==> src/rtl/mac_sched_pkg.sv <==
// Shared types and defaults for the MAC tile scheduler.
package mac_sched_pkg;

  localparam int CNT_W_DEF = 16;

  typedef enum logic [2:0] {
    IDLE,
    ISSUE,
    WAIT_RES,
    EMIT,
    DONE
  } sched_state_t;

endpackage

==> src/rtl/mac_sched_acc.sv <==
// Lane-wise accumulator register: load or add a result vector.
// Define MAC_SCHED_SAT_EN to saturate lane sums instead of wrapping.
module mac_sched_acc #(
  parameter int TILE_SIZE = 4,
  parameter int ACC_WIDTH = 32
) (
  input  logic                                clk,
  input  logic                                rst_n,
  input  logic                                load,
  input  logic                                add,
  input  logic [TILE_SIZE-1:0][ACC_WIDTH-1:0] in_vec,
  output logic [TILE_SIZE-1:0][ACC_WIDTH-1:0] acc_vec
);

  function automatic logic [ACC_WIDTH-1:0] lane_add(input logic [ACC_WIDTH-1:0] a,
                                                    input logic [ACC_WIDTH-1:0] b);
    logic [ACC_WIDTH:0] s;
    s = {a[ACC_WIDTH-1], a} + {b[ACC_WIDTH-1], b};
`ifdef MAC_SCHED_SAT_EN
    // Sign-extended sum disagreeing in its top two bits means overflow.
    if (s[ACC_WIDTH] != s[ACC_WIDTH-1])
      return s[ACC_WIDTH] ? {1'b1, {(ACC_WIDTH-1){1'b0}}} : {1'b0, {(ACC_WIDTH-1){1'b1}}};
`endif
    return s[ACC_WIDTH-1:0];
  endfunction

  logic [TILE_SIZE-1:0][ACC_WIDTH-1:0] sum_vec;

  always_comb begin
    sum_vec = '0;
    for (int i = 0; i < TILE_SIZE; i++)
      sum_vec[i] = lane_add(acc_vec[i], in_vec[i]);
  end

  always_ff @(posedge clk) begin
    if (!rst_n)
      acc_vec <= '0;
    else if (load)
      acc_vec <= in_vec;
    else if (add)
      acc_vec <= sum_vec;
  end

endmodule

==> src/rtl/mac_tile_scheduler.sv <==
// Sequences MAC runs per output group, accumulates results, emits group vectors.
// Optional MAC_SCHED_SAT_EN selects saturating lane addition in mac_sched_acc.
//
// state    | meaning
// IDLE     | waiting for a job configuration
// ISSUE    | requesting a MAC run start
// WAIT_RES | waiting for the MAC result vector
// EMIT     | presenting the accumulated group result
// DONE     | one-cycle job-complete pulse
module mac_tile_scheduler
  import mac_sched_pkg::*;
#(
  parameter int TILE_SIZE = 4,
  parameter int ACC_WIDTH = 32,
  parameter int CNT_W     = CNT_W_DEF
) (
  input  logic                                       clk,
  input  logic                                       rst_n,
  input  logic                                       cfg_valid,
  output logic                                       cfg_ready,
  input  logic [CNT_W-1:0]                           cfg_acc_len,
  input  logic [CNT_W-1:0]                           cfg_num_groups,
  output logic                                       mac_s_TVALID,
  input  logic                                       mac_s_TREADY,
  input  logic                                       mac_m_TVALID,
  output logic                                       mac_m_TREADY,
  input  logic signed [TILE_SIZE-1:0][ACC_WIDTH-1:0] mac_reduced_vec,
  output logic                                       out_TVALID,
  input  logic                                       out_TREADY,
  output logic signed [TILE_SIZE-1:0][ACC_WIDTH-1:0] out_vec,
  output logic                                       busy,
  output logic                                       done
);

  sched_state_t state, state_nxt;
  logic [CNT_W-1:0] acc_len_q, num_groups_q, tile_cnt, group_cnt;
  logic cfg_hs, res_hs, out_hs, cfg_zero, last_tile, last_group;
  logic [TILE_SIZE-1:0][ACC_WIDTH-1:0] acc_vec;

  assign cfg_hs     = cfg_valid && cfg_ready;
  assign res_hs     = (state == WAIT_RES) && mac_m_TVALID;
  assign out_hs     = (state == EMIT) && out_TREADY;
  assign cfg_zero   = (cfg_acc_len == '0) || (cfg_num_groups == '0);
  assign last_tile  = (tile_cnt == acc_len_q - CNT_W'(1));
  assign last_group = (group_cnt == num_groups_q - CNT_W'(1));

  always_ff @(posedge clk) begin
    if (!rst_n)
      state <= IDLE;
    else
      state <= state_nxt;
  end

  always_comb begin
    state_nxt = state;
    unique case (state)
      IDLE:     if (cfg_hs) state_nxt = cfg_zero ? DONE : ISSUE;
      ISSUE:    if (mac_s_TREADY) state_nxt = WAIT_RES;
      WAIT_RES: if (res_hs) state_nxt = last_tile ? EMIT : ISSUE;
      EMIT:     if (out_hs) state_nxt = last_group ? DONE : ISSUE;
      DONE:     state_nxt = IDLE;
      default:  state_nxt = IDLE;
    endcase
  end

  // Result ready stays up in ISSUE: the MAC controller gates its start accept on it.
  always_comb begin
    cfg_ready    = 1'b0;
    mac_s_TVALID = 1'b0;
    mac_m_TREADY = 1'b0;
    out_TVALID   = 1'b0;
    done         = 1'b0;
    busy         = (state != IDLE);
    unique case (state)
      IDLE:     cfg_ready = 1'b1;
      ISSUE:    begin mac_s_TVALID = 1'b1; mac_m_TREADY = 1'b1; end
      WAIT_RES: mac_m_TREADY = 1'b1;
      EMIT:     out_TVALID = 1'b1;
      DONE:     done = 1'b1;
      default:  ;
    endcase
  end

  always_ff @(posedge clk) begin
    if (!rst_n) begin
      acc_len_q    <= '0;
      num_groups_q <= '0;
      tile_cnt     <= '0;
      group_cnt    <= '0;
    end else begin
      if (cfg_hs) begin
        acc_len_q    <= cfg_acc_len;
        num_groups_q <= cfg_num_groups;
        tile_cnt     <= '0;
        group_cnt    <= '0;
      end
      if (res_hs)
        tile_cnt <= last_tile ? '0 : tile_cnt + CNT_W'(1);
      if (out_hs)
        group_cnt <= group_cnt + CNT_W'(1);
    end
  end

  mac_sched_acc #(
    .TILE_SIZE (TILE_SIZE),
    .ACC_WIDTH (ACC_WIDTH)
  ) u_acc (
    .clk     (clk),
    .rst_n   (rst_n),
    .load    (res_hs && (tile_cnt == '0)),
    .add     (res_hs && (tile_cnt != '0)),
    .in_vec  (mac_reduced_vec),
    .acc_vec (acc_vec)
  );

  assign out_vec = acc_vec;

endmodule
==> config.mk <==
export PLATFORM = sky130hd
export DESIGN_NAME = mac_tile_scheduler
export DESIGN_NICKNAME = d
export VERILOG_FILES = /design/src/rtl/mac_sched_pkg.sv /design/src/rtl/mac_sched_acc.sv /design/src/rtl/mac_tile_scheduler.sv
export SDC_FILE = /design/constraint.sdc
export NUM_CORES = 1
export LEC_CHECK = 0
export ABC_AREA = 1
export BUFFER_PORTS_ARGS = -buffer_cell sky130_fd_sc_hd__buf_2
export CORE_UTILIZATION = 30
export CTS_CLUSTER_SIZE = 20
export DETAILED_ROUTE_END_ITERATION = 10
export SYNTH_ARGS = -nofsm -noshare
export SYNTH_HDL_FRONTEND = slang
export SYNTH_HIERARCHICAL = 1
export SYNTH_SLANG_ARGS = --single-unit
==> constraint.sdc <==
create_clock -name clk -period 5.1 [get_ports clk]
set_clock_uncertainty 0.1 [all_clocks]
set_input_delay 0.255 -clock clk [delete_from_list [all_inputs] [get_ports clk]]
set_output_delay 0.255 -clock clk [all_outputs]
set_load 0.02 [all_outputs]
* Word level (Yosys, flattened, before mapping)
Index checks and enable logic that the tools add are counted.
Cells by class: multiplexer cells 19, reduce and logical (&&, ||, !) cells 17, add/sub/neg operators 8, eq/ne operators 10
Operator list (number):
- $mux W128 | 2
- $add A32 B32 Y32 | 4
- $mux W16 | 4
- $logic_not A16 Y1 | 3
- $add A16 B1 Y16 const B | 2
- $eq A16 B16 Y1 | 2
- $sub A16 B1 Y16 const B | 2
- $mux W3 | 6
- $reduce_bool A16 Y1 | 1
- $pmux W3 S4 | 1
- $ne A2 B2 Y1 const B | 4
- $eq A3 B2 Y1 const B | 2
- $reduce_bool A2 Y1 | 3
- $logic_and A1 B1 Y1 | 5
- $mux W1 | 5
- $reduce_and A4 Y1 | 1
- $eq A3 B1 Y1 const B | 1
- $eq A3 B3 Y1 const B | 1
- $logic_not A3 Y1 | 1
- $reduce_bool A3 Y1 | 1
- $mux W2 | 1
- $reduce_or A2 Y1 | 1
- $logic_or A1 B1 Y1 | 1
Word-level totals: word-level logic and storage cells 63, output and inout bits 134, bits in registers 195

* Longest topological paths before layout
Gate-level depths: netlist of the first run.
depth in word-level cells 5, mapped depth 16, gate-level depth less buffers 16

* Modules after synthesis
Netlist of the first run, hierarchy kept.
Modules (own cells, without submodules):
- mac_sched_acc | cells each 2541, sequential area each 2562.5 µm², area each 14194.9 µm², instances 1
- mac_tile_scheduler | cells each 689, sequential area each 1341.3 µm², area each 4563.1 µm², instances 1

* Least setup slack after synthesis of the first run
OpenSTA, ideal clock, no wires.
kind flip-flop to flip-flop, start point register state[2], end point register u_acc/acc_vec[48] (netlist name), data arrival time 2.058 ns, clock period less this slack 2.228 ns, setup time 0.070 ns, setup slack 2.872 ns, path buffers 3, required time 4.930 ns, stages on the path, launching flop included 12, cells stage by stage dfxtp_1 nor2_1 nand3_1 inv_1 buf_2 and2_1 nand2_1 inv_1 buf_2 buf_2 nand3_1 a21oi_1
Between the ends: word-level cells in the longest chain between the ends 4
Ends and longest elaborated chain:
- start: declaration | line mac_tile_scheduler.sv:35 | sched_state_t state, state_nxt;
- start signal: assignment | line mac_tile_scheduler.sv:51 | state <= state_nxt;
- $eq A3 B2 Y1 (*) | line mac_tile_scheduler.sv:41 | assign res_hs = (state == WAIT_RES) && mac_m_TVALID;
- $logic_and A1 B1 Y1 (*) | line mac_tile_scheduler.sv:41
- $logic_and A1 B1 Y1, on equally long branches | line mac_tile_scheduler.sv:110, mac_tile_scheduler.sv:111
- $mux W128 or $reduce_bool A2 Y1 (tied branches)
- end signal: assignment | line mac_sched_acc.sv:39 | acc_vec <= in_vec;
- end signal: assignment | line mac_sched_acc.sv:41 | acc_vec <= sum_vec;
- end: declaration | line mac_sched_acc.sv:12 | output logic [TILE_SIZE-1:0][ACC_WIDTH-1:0] acc_vec
Every way passes the cells marked *; elsewhere a longest branch is shown, timed or not. A chain may end at the register's enable or synchronous reset.

* Worst setup path in the final report of the first run
start point register state[2], end point register u_acc/acc_vec[55] (netlist name)
Same word-level chain as after synthesis.

==> impl_metrics.ini, run 1 <==
[job]
max_cap_violations = 0

[yosys]
ys_types = 54
yosysMostFrequentCell = nand2_1
synth_top_family_by_area = simple AND/OR/NAND/NOR gates
synth_warnings = 6
syn_avg_cell_area_sq_um = 5.807
synth.cell_area_sq_um = 18760
synth-edff-count = 0
synth_fa_ha_area_share_pct = 9.031
synth_mux_area_share_pct = 0
ys_ff_latch = 195
ys_top_cells_by_area = nand2_1 24%, dfxtp_1 21%, inv_1 10%
synthXorXnorAreaFrac_pct = 3.989
synth_flop_cell = dfxtp_1
yosys.area_share.simple_pct = 39.67
synth-compound-area-share_pct = 14.03
seq_area_frac_synth_pct = 20.81
yosysTopAreaCellShare_pct = 23.93
synth_largest_area_cell = nand2_1
syn_nets = 3529
synthCells = 3230
synthTopCellsByCount = 1,196 x nand2_1, 518 x inv_1, 245 x a21oi_1
ys_async_sr_fraction_pct = 0

[setup_path]
crit_fanout = 41
end_kind = register
critPathKind = register to register
worst_ep_required_time_ns = 5.44
critPathTopFamily = buffers and inverters
worst-path-buf-inv = 4
crit_slowest_cell = inv_1
max_stage_delay_ns = 0.53
cp.arrival_ns = 3.66
cp_cell_sequence = nor2_1 -> nand3_1 -> inv_1 -> and2_1 -> nand2_1 -> buf_4 -> inv_4 -> buf_4 -> nand3_1 -> a21oi_1
worst_setup_path_start_kind = register

[sta]
finalHoldViolCount = 0
drv_slew = 0
period_minus_slack_ns = 3.316
fin_crit_sh_pct = 65.03
relSlewSlack_pct = 33.13
tns_ns = 0
rsz0062_at_grt = no
worstMarginPinSlew_ns = 1.003
max_clock_freq_ghz = 0.3015
finalSetupViolCount = 0

[detailed_routing]
drt-vias-per-instance = 4.697
dr.first_iter.drc_count = 1430
drt_pass1_iterations = 5
ant_nets = 0
wire_per_inst_microns = 14.45
drc = 0
vias = 21123
routed_wl_microns = 64980

[layout]
area_growth_pct = 24.35
stdcell_area_sq_um = 23320
fillCellCount = 6867
nets = 3945
drive_gt1_share_pct = 11.72
final_cells = 4497

[die]
fp-row-count = 91
initial_core_util_pct = 30.40
die_area_sq_um = 63530
core-area_sq_um = 61710
ioPinCount = 300
die_width_microns = 252.1
fp.dieH_microns = 252.1

[run_status]
status = finished, final reports clean

[power_and_ir_drop]
power_frac_comb_pct = 24.7
p_leak_nw = 12.38
p_per_area_nw_per_um2 = 175.8
irDropWorstVdd_v = 0.0002168
seqPwrFrac_pct = 39.1
clkPwrFrac_pct = 36.2
sw_frac_of_total_pct = 35.97
power.net_switching_mw = 1.475
internal-power_mw = 2.626

[placement]
portBuffers = 299
place_inst = 4303
gp_congestion = 0.9641
hpwl_microns = 50190
dpl_cell_area_sq_um = 21080

[cts]
cts_sinks = 195
htree_num_levels = 4
clk_pin_slew_ns = 0.09
cts_tree = yes
cts-root-buf = clkbuf_16
clk_latency_ns = 0.51
cts_setup_buffers = 0
numCtsBuffers = 17
clk_path_buf_depth = 2

[global_route]
grt_pass1_wl_microns = 103100
grt_use_total_pct = 20.36
grt_max_degree = 129
grt_pass1_vias = 19782
antenna_found_initial = 4
grt-ovfl-total = 0

[worst_hold_path]
holdCritPathClass = input pin to register
[sequential cells by signal, indices dropped and copies added, names as in the netlist]
name	cells
state	3
acc_len_q	16
tile_cnt	16
u_acc/acc_vec	128
group_cnt	16
num_groups_q	16
[cell type report]
| type | count | area (sq um) | area share [%] |
|---|---|---|---|
| timing repair buffer | 471 | 3216 | 13.79 |
| multi-input combinational | 2432 | 12530 | 53.73 |
| sequential | 195 | 3904 | 16.74 |
| clock inverter | 15 | 207.7 | 0.8905 |
| clock buffer | 17 | 425.4 | 1.824 |
| inverter | 529 | 1991 | 8.534 |
| antenna | 1 | 2.502 | 0.01073 |
| tap | 837 | 1047 | 4.490 |
[worst reg2reg max path, cell delays in order (launching register included)]
cell and delay, ns:
dfxtp_1 0.37, nor2_1 0.22, nand3_1 0.27, inv_1 0.53, and2_1 0.28, nand2_1 0.07
buf_4 0.24, inv_4 0.47, buf_4 0.41, nand3_1 0.12, a21oi_1 0.17
[what timing repair did]
action / 4_1_cts / 5_1_grt
hold endpoints to repair: 160 / 0
hold buffers: 161 / 0
resized for setup: 0 / 0
[layout by cell type, fill, tap and decap left out, drive strengths merged]
cell         instances
nor3                27
a221oi               2
o21a                 1
nand3              209
o21bai              10
o22ai                3
nand2             1218
dlygate4sd3        161
clkinvlp             1
a21oi              254
nor4                10
inv                530
diode                1
fa                   4
a211oi               3
ha                 129
nand4               22
nand3b              36
nor3b                1
clkinv              13
buf                310
xnor3                1
a21boi               1
xor2                64
a31oi               30
xnor2               18
and2                 9
nor2               230
o31ai                1
a22oi               94
dfxtp              195
a21o                 4
o211ai               1
o21ai               48
clkbuf              17
and3                 2
[path summary, 6_finish.rpt]
check                                         to  slack [ns]                           from  cells after the start
setup / recovery  u_acc/acc_vec[55]$_SDFFE_PN0P_        1.78          state[2]$_SDFFE_PN0P_                     10
hold / removal    u_acc/acc_vec[65]$_SDFFE_PN0P_        0.06            mac_reduced_vec[65]                      5
setup reg to reg  u_acc/acc_vec[55]$_SDFFE_PN0P_        1.78          state[2]$_SDFFE_PN0P_                     10
hold reg to reg    num_groups_q[15]$_SDFFE_PN0P_        0.39  num_groups_q[15]$_SDFFE_PN0P_                      2
[cell families after synthesis]
group / Yosys count
AO/OA/AOI/OAI: 452
XOR/XNOR: 83
adder cells (fa/ha/maj): 133
buffers and inverters: 603
flip-flops: 195
AND/OR/NAND/NOR: 1764
[through the flow]
stage	worst slack, ns	utilization, %	hold slack, ns	power (mW)
global placement	1.852	34.16	0.3788	2.548
global route	1.418	37.80	0.07449	4.339
floorplan	2.872	-	0.2934	2.267
detailed placement	1.749	34.16	0.3818	2.547
finish	1.784	37.80	0.06468	4.101
CTS	1.725	37.79	0.02408	4.160
[layer usage]
metal  vias to the layer above  track usage (%)  wire length, microns
met3                        81            3.993                  3748
met5                         -                0                    23
met4                         4            6.597                  1604
met2                       516            32.66                 28770
met1                      9426            27.21                 30830
li1                      11096                -                     -
[power by group through the flow]
| stage | clock (mW) | sequential, mW | combinational, mW |
|---|---|---|---|
| 2_1_floorplan | 0 | 1.64 | 0.626 |
| 3_3_place_gp | 0 | 1.64 | 0.909 |
| 3_5_place_dp | 0 | 1.64 | 0.908 |
| 4_1_cts | 1.55 | 1.60 | 1.01 |
| 5_1_grt | 1.59 | 1.61 | 1.14 |
| 6_report | 1.49 | 1.60 | 1.01 |
No activity file was read; power rests on OpenSTA's default activity.
==> inputs of run 2 (changes only) <==
Clock period 5.1 ns to 3.1 ns, I/O delays scaled along.
==> run 2 against run 1 <==
Die area is the same. Critical path depth shrank 4. Cell count grew 0.44%. Total power grew 68%. Global-route usage is essentially flat. Sequential share of layout area shrank 0.15 points. Non-clock buffer count grew 14. Register-to-register slack lost 1.1 ns. Fmax grew 36%. Clock power grew 72%. Hold slack lost 0.012 ns. Sequential power grew 65%. Critical path type unchanged.
==> impl_metrics.ini, run 2 (same netlist as run 1, synthesis figures left out) <==
[cts]
ctsHoldBuffers = 172
clk_latency_ns = 0.52
clk_pin_slew_ns = 0.09
htree_num_levels = 4
clk_path_buf_depth = 2
cts_sinks = 195
cts-root-buf = clkbuf_16
cts-resized-gates = 0
numCtsBuffers = 17
cts_tree = yes
cts_setup_buffers = 0

[global_route]
grt_max_degree = 121
grt_pass1_vias = 19932
grt-ovfl-total = 0
antenna_found_initial = 9
grt_use_total_pct = 20.34
grt_pass1_wl_microns = 103200

[sta]
worstMarginPinSlew_ns = 0.7319
timing.hold.ws_ns = 0.05285
tns_ns = 0
period_minus_slack_ns = 2.433
finalHoldViolCount = 0
relSlewSlack_pct = 51.21
drv_slew = 0
max_clock_freq_ghz = 0.4109
rsz0062_at_grt = no
finalWorstSetupSlack_ns = 0.6665
fin_crit_sh_pct = 78.50
finalSetupViolCount = 0

[power_and_ir_drop]
p_per_area_nw_per_um2 = 292.3
p_leak_nw = 12.47
irDropWorstVdd_v = 0.0003887
finalPower_mw = 6.882

[die]
die_area_sq_um = 63530
ioPinCount = 300
die_width_microns = 252.1
fp.dieH_microns = 252.1
initial_core_util_pct = 30.40
fp-row-count = 91
core-area_sq_um = 61710

[setup_path]
reg2reg_setup_slack_ns = 0.67
rr_worst_depth = 6
r2r_start = state[2]$_SDFFE_PN0P_
critPathLaunch = state[2]$_SDFFE_PN0P_
worst_setup_path_start_kind = register
regToRegEndpoint = u_acc/acc_vec[58]$_SDFFE_PN0P_
cp.arrival_ns = 2.78
crit_fanout = 56
worst_ep_required_time_ns = 3.44
critPathKind = register to register
end_kind = register

[worst_hold_path]
hold_start = cfg_valid
holdCritPathClass = input pin to register
min_delay_worst_endpoint = state[0]$_SDFFE_PN0P_
whs_path_depth = 5

[layout]
drive_gt1_share_pct = 11.76
final_core_util_pct = 38.15
fillCellCount = 6869
regMostFlops = u_acc/acc_vec
final_cells = 4517
mostFrequentLayoutCells = 1,196 x nand2_1, 516 x inv_1, 299 x buf_2
largest_reg_flops = 128
nets = 3959
stdcell_area_sq_um = 23540
area_growth_pct = 25.49
final_common_cell = nand2_1

[detailed_routing]
wire_per_inst_microns = 14.43
dr.first_iter.drc_count = 1469
ant_nets = 0
drt_pass1_iterations = 6
vias = 21241
routed_wl_microns = 65170
drt-vias-per-instance = 4.702
drc = 0

[job]
max_cap_violations = 0

[placement]
dpl_cell_area_sq_um = 21150
place_inst = 4306
place_ws_ns = 0.7113
hpwl_microns = 49960
gp_congestion = 0.9407
portBuffers = 299

[run_status]
status = finished, final reports clean
## run 2: cell count changes in the layout (fill, tap and decap cells not counted)
cell	change
clkinv_8	-5
inv_16	+1
diode_2	+6
inv_8	+2
clkinvlp_4	-1
buf_12	+4
dlygate4sd3_1	+11
clkinv_4	-2
inv_12	+5
buf_4	-1
## run 2: how the worst max path moves through the flow
stage / endpoint / slack (ns) / depth (start not counted)
2_1_floorplan: u_acc/acc_vec[48]$_SDFFE_PN0P_ / 0.87 / 11
3_3_place_gp: u_acc/acc_vec[53]$_SDFFE_PN0P_ / 0.77 / 6
3_5_place_dp: u_acc/acc_vec[54]$_SDFFE_PN0P_ / 0.71 / 6
4_1_cts: u_acc/acc_vec[12]$_SDFFE_PN0P_ / 0.68 / 6
5_1_grt: u_acc/acc_vec[87]$_SDFFE_PN0P_ / 0.48 / 9
6_report: u_acc/acc_vec[58]$_SDFFE_PN0P_ / 0.67 / 6
## run 2: area by class of cell
cell class	instances	area, sq um	area share (%)
multi-input combinational	2432	12530	53.24
sequential	195	3904	16.58
timing repair buffer	485	3398	14.44
inverter	529	1991	8.456
tap	837	1047	4.449
clock buffer	17	425.4	1.807
clock inverter	15	225.2	0.9567
antenna	7	17.52	0.07441
## run 2: report_power, final
group,internal [mW],total (mW),switching (mW)
registers,2.57,2.64,0.0671
clock network,1.15,2.56,1.41
logic,0.663,1.69,1.02
## run 2: routing by layer
metal	part of all wire, %	global-route usage [%]	wire length (microns)
met1	47	26.81	30660
met3	5.6	4.034	3671
met5	0.069	0	45
met2	45	32.91	29030
met4	2.7	6.909	1758
## run 2: critical path: stages (launching register included)
cell and delay, ns:
dfxtp_1 0.37, nor2_1 0.24, nand3_1 0.32, nor2_4 0.29
buf_4 0.57, a22oi_1 0.20, a21oi_1 0.19
==> inputs of run 3 (changes only) <==
Clock period 3.1 ns to 2.2 ns, I/O delays scaled along.
==> run 3 against run 2 <==
Sequential share of layout area shrank 0.58 points. Flip-flop and latch count is the same. Non-clock buffer count grew 75. Register-to-register slack lost 0.57 ns. Via count grew 1.9%. Clock-buffer cell count is the same. Critical path type unchanged. Cell count grew 1.6%. Hold slack gained 0.036 ns. Combinational power grew 50%. Die area is the same. Critical path depth grew 4. Setup slack lost 0.57 ns.
==> impl_metrics.ini, run 3 (same netlist as run 1, synthesis figures left out) <==
[die]
ioPinCount = 300
fp-row-count = 91
die_width_microns = 252.1
fp.dieH_microns = 252.1
die_area_sq_um = 63530
initial_core_util_pct = 30.40
core-area_sq_um = 61710

[layout]
final_core_util_pct = 39.55
fillCellCount = 6732
mostFrequentLayoutCells = 1,185 x nand2_1, 516 x inv_1, 299 x buf_2
regMostFlops = u_acc/acc_vec
area_growth_pct = 30.11
drive_gt1_share_pct = 14.56
multi_input_comb_area_sq_um = 12680
largest_reg_flops = 128
final_common_cell = nand2_1
final_cells = 4591
nets = 4035
regArea_sq_um = 3905

[sta]
finalSetupViolCount = 0
relSlewSlack_pct = 64.00
drv_slew = 0
finalHoldViolCount = 0
worstMarginPinSlew_ns = 0.5394
period_minus_slack_ns = 2.107
fin_crit_sh_pct = 95.77
max_clock_freq_ghz = 0.4746

[setup_path]
worst_setup_path_start_kind = register
cp.arrival_ns = 2.47
r2r_start = u_acc/acc_vec[64]$_SDFFE_PN0P_
reg2reg_setup_slack_ns = 0.09
regToRegEndpoint = u_acc/acc_vec[76]$_SDFFE_PN0P_
rr_worst_depth = 10
critPathKind = register to register
crit_fanout = 4
critPathLaunch = u_acc/acc_vec[64]$_SDFFE_PN0P_
end_kind = register
worst_ep_required_time_ns = 2.57
critPathCapture = u_acc/acc_vec[76]$_SDFFE_PN0P_

[detailed_routing]
ant_nets = 0
drc = 0
wire_per_inst_microns = 14.68
routed_wl_microns = 67380
dr.first_iter.drc_count = 1184
vias = 21646
drt_pass1_iterations = 7
drt-vias-per-instance = 4.715

[global_route]
grt_max_degree = 43
antenna_found_initial = 6
grt-ovfl-total = 0
grt_pass1_wl_microns = 104900
grt_use_total_pct = 20.69
grt_pass1_vias = 19959

[run_status]
status = finished, final reports clean

[worst_hold_path]
holdCritPathClass = input pin to register

[cts]
cts_tree = yes
cts_sinks = 195
clk_pin_slew_ns = 0.10
htree_num_levels = 4
cts-root-buf = clkbuf_16
clk_latency_ns = 0.53
clk_path_buf_depth = 2
numCtsBuffers = 17

[placement]
place_inst = 4376
gp_congestion = 0.9730
portBuffers = 299
hpwl_microns = 51800

[power_and_ir_drop]
p_leak_nw = 12.96
p_per_area_nw_per_um2 = 403.4
irDropWorstVdd_v = 0.0006203

[job]
max_cap_violations = 0
-- run 3: layout make-up --
class / count / area share (%)
repair buffers: 560 / 16.88
clock inverters: 15 / 0.9074
well taps: 837 / 4.291
inverters: 529 / 8.156
diodes: 5 / 0.05127
clock buffers: 17 / 1.743
multi-input cells: 2433 / 51.97
flip-flops and latches: 195 / 16.00
-- run 3: worst min-delay path by stage --
stage / startpoint / to / slack (ns) / depth (start not counted)
5_1_grt: mac_m_TVALID / tile_cnt[14]$_SDFFE_PN0P_ / 0.1 / 6
2_1_floorplan: rst_n / group_cnt[15]$_SDFFE_PN0P_ / 0.15 / 2
6_report: mac_m_TVALID / tile_cnt[14]$_SDFFE_PN0P_ / 0.09 / 6
3_5_place_dp: cfg_num_groups[9] / num_groups_q[9]$_SDFFE_PN0P_ / 0.28 / 3
3_3_place_gp: cfg_acc_len[8] / acc_len_q[8]$_SDFFE_PN0P_ / 0.28 / 3
4_1_cts: mac_m_TVALID / tile_cnt[14]$_SDFFE_PN0P_ / 0.07 / 6
-- run 3: critical path: stages (launching register included) --
cell and delay (ns):
dfxtp_1 0.33, ha_1 0.21, fa_2 0.35, nand3_1 0.10, nand3_2 0.12, nand3_1 0.11, nand3b_1 0.19, buf_4 0.20
xor2_1 0.13, nand2_1 0.09, a21oi_1 0.13
-- run 3: metrics by stage --
stage | area (sq um) | TNS, ns | hold WS, ns | setup slack [ns] | power (mW)
2_1_floorplan | 18760 | 0 | 0.1484 | 0.03734 | 5.256
3_3_place_gp | 21780 | 0 | 0.2768 | 0.04586 | 5.964
3_5_place_dp | 21780 | 0 | 0.2795 | 0.01734 | 5.968
4_1_cts | 24080 | 0 | 0.07057 | 0.02543 | 9.880
5_1_grt | 24400 | -0.5133 | 0.09952 | -0.03167 | 10.38
6_report | 24410 | 0 | 0.08846 | 0.09303 | 9.846
-- run 3: repair_timing --
action | 4_1_cts | 5_1_grt
gates resized for setup | 1 | 39
pin swaps | 0 | 15
hold buffers | 165 | 0
endpoints found under the hold margin | 168 | 0
setup endpoints to repair | 1 | 98
cloned | 0 | 4
setup buffers | 0 | 9
-- run 3: power by group --
group          switching, mW  internal (mW)  leakage (nW)
combinational           1.51           1.01          11.1
clock                   2.00           1.61         0.311
sequential            0.0881           3.62          1.58
-- run 3: routing by layer --
metal,vias up,global-route usage [%],wire [microns]
met5,-,0,26
met4,4,6.580,1552
met3,70,3.601,3432
met2,538,33.53,29980
met1,9752,27.69,32380
li1,11282,-,-
